### src/rtl/booth_pkg.sv
// Shared definitions for the Booth multiply-accumulate back end.
package booth_pkg;

  localparam int PROD_W_DEF = 16;
  localparam int ACC_W_DEF  = 20;
  localparam int LEN_W_DEF  = 8;

  // Clamp limits of a default-width accumulator.
  localparam logic [ACC_W_DEF-1:0] ACC_MAX = {1'b0, {(ACC_W_DEF-1){1'b1}}};
  localparam logic [ACC_W_DEF-1:0] ACC_MIN = {1'b1, {(ACC_W_DEF-1){1'b0}}};

  typedef enum logic [1:0] {
    IDLE  = 2'd0,
    ACCUM = 2'd1,
    DONE  = 2'd2
  } mac_state_t;

endpackage

### src/rtl/booth_sat_add.sv
// Combinational signed saturating adder. The sum is formed one bit wider
// than the operands. When the top two bits of that sum disagree the true
// result does not fit, and the output clamps toward the sign of the true sum.
module booth_sat_add
  import booth_pkg::*;
#(
  parameter int W = ACC_W_DEF
) (
  input  logic [W-1:0] acc,
  input  logic [W-1:0] addend,
  output logic [W-1:0] sum,
  output logic         overflow
);

  logic [W:0]   wide;
  logic [W-1:0] max_val;
  logic [W-1:0] min_val;

  assign max_val = {1'b0, {(W-1){1'b1}}};
  assign min_val = {1'b1, {(W-1){1'b0}}};
  assign wide    = {acc[W-1], acc} + {addend[W-1], addend};

  // Clamp to the rail selected by the sign of the wide sum.
  always_comb begin
    overflow = (wide[W] != wide[W-1]);
    sum      = wide[W-1:0];
    if (overflow) begin
      sum = wide[W] ? min_val : max_val;
    end
  end

endmodule

### src/rtl/booth_mac_accumulator.sv
// Accumulates a programmed number of signed products into a saturating
// accumulator and hands the result downstream.
//
// Handshakes: a transfer happens on a rising edge where valid and ready are
// both high. prod_ready and acc_valid depend only on the registered state,
// so no input reaches an output combinationally. A producer may hold
// prod_valid low for any number of cycles. acc_out and sat_flag stay stable
// while acc_valid is high and acc_ready is low.
module booth_mac_accumulator
  import booth_pkg::*;
#(
  parameter int PROD_W = PROD_W_DEF,
  parameter int ACC_W  = ACC_W_DEF,
  parameter int LEN_W  = LEN_W_DEF
) (
  input  logic              clk,
  input  logic              rst,
  input  logic              start,
  input  logic [LEN_W-1:0]  len,
  input  logic [PROD_W-1:0] prod_in,
  input  logic              prod_valid,
  output logic              prod_ready,
  output logic [ACC_W-1:0]  acc_out,
  output logic              acc_valid,
  input  logic              acc_ready,
  output logic              busy,
  output logic              sat_flag,
  output logic [1:0]        dbg_state
);

  mac_state_t       state;
  logic [ACC_W-1:0] acc;
  logic [LEN_W-1:0] count;
  logic             sat;
  logic [ACC_W-1:0] prod_ext;
  logic [ACC_W-1:0] sum;
  logic             overflow;

  assign prod_ext = {{(ACC_W-PROD_W){prod_in[PROD_W-1]}}, prod_in};

  booth_sat_add #(.W(ACC_W)) u_sat_add (
    .acc      (acc),
    .addend   (prod_ext),
    .sum      (sum),
    .overflow (overflow)
  );

  // Run control: load on start, add one product per beat, hold the result until it is taken.
  always_ff @(posedge clk or posedge rst) begin
    if (rst) begin
      state <= IDLE;
      acc   <= '0;
      count <= '0;
      sat   <= 1'b0;
    end else begin
      case (state)
        IDLE: begin
          if (start) begin
            acc   <= '0;
            sat   <= 1'b0;
            count <= len;
            // A zero-length run has nothing to add and goes straight to DONE.
            state <= (len != '0) ? ACCUM : DONE;
          end
        end
        ACCUM: begin
          if (prod_valid) begin
            acc   <= sum;
            count <= count - 1'b1;
            if (overflow) begin
              sat <= 1'b1;
            end
            if (count == LEN_W'(1)) begin
              state <= DONE;
            end
          end
        end
        DONE: begin
          if (acc_ready) begin
            state <= IDLE;
          end
        end
        default: state <= IDLE;
      endcase
    end
  end

  assign prod_ready = (state == ACCUM);
  assign acc_valid  = (state == DONE);
  assign busy       = (state != IDLE);
  assign acc_out    = acc;
  assign sat_flag   = sat;
  assign dbg_state  = state;

endmodule

### config.mk
export PLATFORM = sky130hd
export DESIGN_NAME = booth_mac_accumulator
export DESIGN_NICKNAME = d
export VERILOG_FILES = /design/src/rtl/booth_pkg.sv /design/src/rtl/booth_sat_add.sv /design/src/rtl/booth_mac_accumulator.sv
export SDC_FILE = /design/constraint.sdc
export NUM_CORES = 1
export LEC_CHECK = 0
export CELL_PAD_IN_SITES_DETAIL_PLACEMENT = 0
export CELL_PAD_IN_SITES_GLOBAL_PLACEMENT = 1
export CORE_MARGIN = 10
export CORE_UTILIZATION = 48
export DETAILED_ROUTE_END_ITERATION = 10
export DONT_BUFFER_PORTS = 1
export PLACE_DENSITY = 0.79
export RECOVER_POWER = 50
export REMOVE_ABC_BUFFERS = 1
export SLEW_MARGIN = 20
export SYNTH_ARGS = -nofsm -noshare
export SYNTH_HDL_FRONTEND = slang
export SYNTH_SLANG_ARGS = --single-unit
### constraint.sdc
create_clock -name clk -period 3.1 [get_ports clk]
set_clock_uncertainty 0.15 [all_clocks]
set_input_delay 0.62 -clock clk [delete_from_list [all_inputs] [get_ports clk]]
set_output_delay 0.62 -clock clk [all_outputs]
set_load 0.05 [all_outputs]
==> results.txt <==
worst setup path startpoint = acc_out[0]
vias per inst = 6.16
met1 usage = 19.8%
Root Driver = clkbuf_8
MaxCap Viol Count = 1
outcome = finished with violations
ANT cells = 0
Worst Tran Pin Value = 1730 ps
CP endpoint kind = register
wire per inst = 18.0 µm
Die Area = 8730 µm²
CP Launch Type = register
fin util = 55.5%
Area after DPL = 2840 µm²
Pins Over Slew Limit = 32
Die Y = 93.5 µm
PD cells = 1270 nW/µm²
Post-CTS Setup Inserts = 0
worst hold path type = input pin to register
I/O pins = 55
pin count of the biggest net entering global routing = 39
vias = 2,296
R2R depth = 9
H-tree levels = 2
router iterations before antenna repair = 4
Resized Gates After CTS = 0
Initial Utilization = 50.1%
synthesized area = 2590 µm²
Critical R2R Capture = acc_out[0]
Post-synth EDFFs = 0
Post-Syn Instances = 277
# fillers = 521
hpwl dp = 5.01 mm
Most Crowded Layer GR = met2
clk_lat worst skew = 290 ps
nets@finish = 355
fin crit period = 2860 ps
clock slew at reported path FFs = 70 ps
failing checks = capacitance limit, slew limit
R2R setup slack = 240 ps
drt first-iter violations = 90
Synth Register Bits = 31
final setup vio count = 0
Peak Freq = 0.350 GHz
arrival time worst endpoint = 2890 ps
Slew Limit Headroom = -15.1%
worst hold slack = 289 ps
global placer's final weighted congestion = 0.781
grt ovf = 0
clock buffer depth = 2
vias in the first global route = 2,225
Clock Sinks = 31
area added between synthesis and finish = 10.9%
GRT met3 Usage = 4.00%
Critical R2R Launch = acc_out[0]
first-pass GRT wire length = 11.2 mm
Die X = 93.5 µm
row cnt = 26
initial antenna violation count = 0
final setup TNS = 0 ps
Yosys warning count = 0
maximum vdd drop = 567 µV
synth unique cells = 63
syn avg cell area = 9.35 µm²
Critical Path RT = 3130 ps
placed cells = 366
post-synthesis sequential area ratio = 30.0%
Total Routing Usage GR = 15.5%
CTS tree = yes
fraction of registers with async set/reset = 100%
CTS Buf Count = 5
final hold vios = 0
CP Capture Point = acc_out[0]
share of layout cells above drive strength 1 = 15.5%
kind of critical path = register to register
post-detailed-route count of antenna-violating nets = 0
drt total wl = 6.70 mm
met2 GRT Util = 24.4%
Final Non-Filler Cells = 373
total chip power = 3.65 mW
# hold bufs at CTS = 0
fin worst setup slack = 239 ps
crit path max fanout = 19
final instance area = 2870 µm²
Residual DRC = 0
Final Cycle Share = 92.3%
port bufs = 0
leak pwr = 1.28 nW
dpl ws = 27.8 ps
Main synth FF type = dfrtp_1
RSZ-0062 raised after global routing = no
Core Region = 5170 µm²
==> placed cells by master, fill, tap and decap left out, types with 10 or more instances in the layout <==
master and instances:
a21oi_1 21, a221o_1 19, buf_4 17, clkbuf_1 14, dfrtp_1 31, ha_1 22, nand2_1 20, nor2_1 19
nor3_1 10, o21ai_0 14
==> worst min-delay path by stage <==
stage                   from     endpoint  slack [ps]  depth (start not counted)
floorplan           count[7]     count[7]         320                          2
global placement    count[7]     count[7]         360                          2
detailed placement  count[7]     count[7]         350                          2
CTS                      rst  acc_out[10]         160                          2
global route           start     sat_flag         290                          1
finish                 start     sat_flag         290                          1
==> Yosys cell counts (5+ instances only) <==
cell / count / share of area, %
dfrtp_1: 31 / 30
inv_1: 8 / 1.2
nand2_1: 20 / 2.9
a21o_1: 5 / 1.4
xnor2_1: 7 / 2.4
nor3_1: 10 / 1.9
nand3_1: 5 / 0.97
a21oi_1: 21 / 4.1
clkbuf_1: 7 / 1.0
xor2_1: 8 / 2.7
ha_1: 22 / 11
a221o_1: 19 / 7.3
o21ai_0: 14 / 2.7
nor2_1: 19 / 2.8
==> cell families (layout without fill, tap and decap cells) <==
kind of cell               after synthesis  in the layout  share of synthesized area (%)
AOI/OAI and AO/OA                      102            102                           30.7
and+or+nand+nor                         84             84                           18.3
DFF                                     31             31                           30.0
adders and majority gates               23             23                           11.4
buffers and inverters                   21             47                           4.15
xor gates and xnor gates                15             15                           5.07
muxes                                    1              1                          0.386
==> layout make-up <==
cell class	instances	area, µm²	area share, %
Clock buffer	6	82.6	2.88
Clock inverter	1	5.00	0.174
Inverter	9	33.8	1.18
Multi-Input combinational cell	225	1710	59.4
Sequential cell	31	776	27.0
Tap cell	70	87.6	3.05
Timing Repair Buffer	31	180	6.27
==> registers in the layout, summed over array words and instances, names as in the netlist <==
register	cells
sat_flag	1
count	8
dbg_state	2
acc_out	20
==> power by group <==
group	internal [mW]	leakage [nW]	switching, mW
sequential	0.592	0.389	0.164
combinational	0.943	0.840	1.61
clock	0.174	0.0470	0.160
==> metal layers <==
metal | wire [µm] | vias to the layer above
met3 | 452 | 5
li1 | - | 1128
met4 | 91 | 0
met2 | 3210 | 52
met5 | 0 | -
met1 | 2950 | 1111
==> worst max-delay path, cell delays in order, from the launching register on <==
cell      delay (ps)
dfrtp_1          380
ha_1             230
fa_1             410
a21oi_1          200
nor2_1           100
o21ai_1          250
o211ai_2         160
a21oi_4          260
a21oi_4          210
a221o_1          390
(Power assumes the default switching activity.)
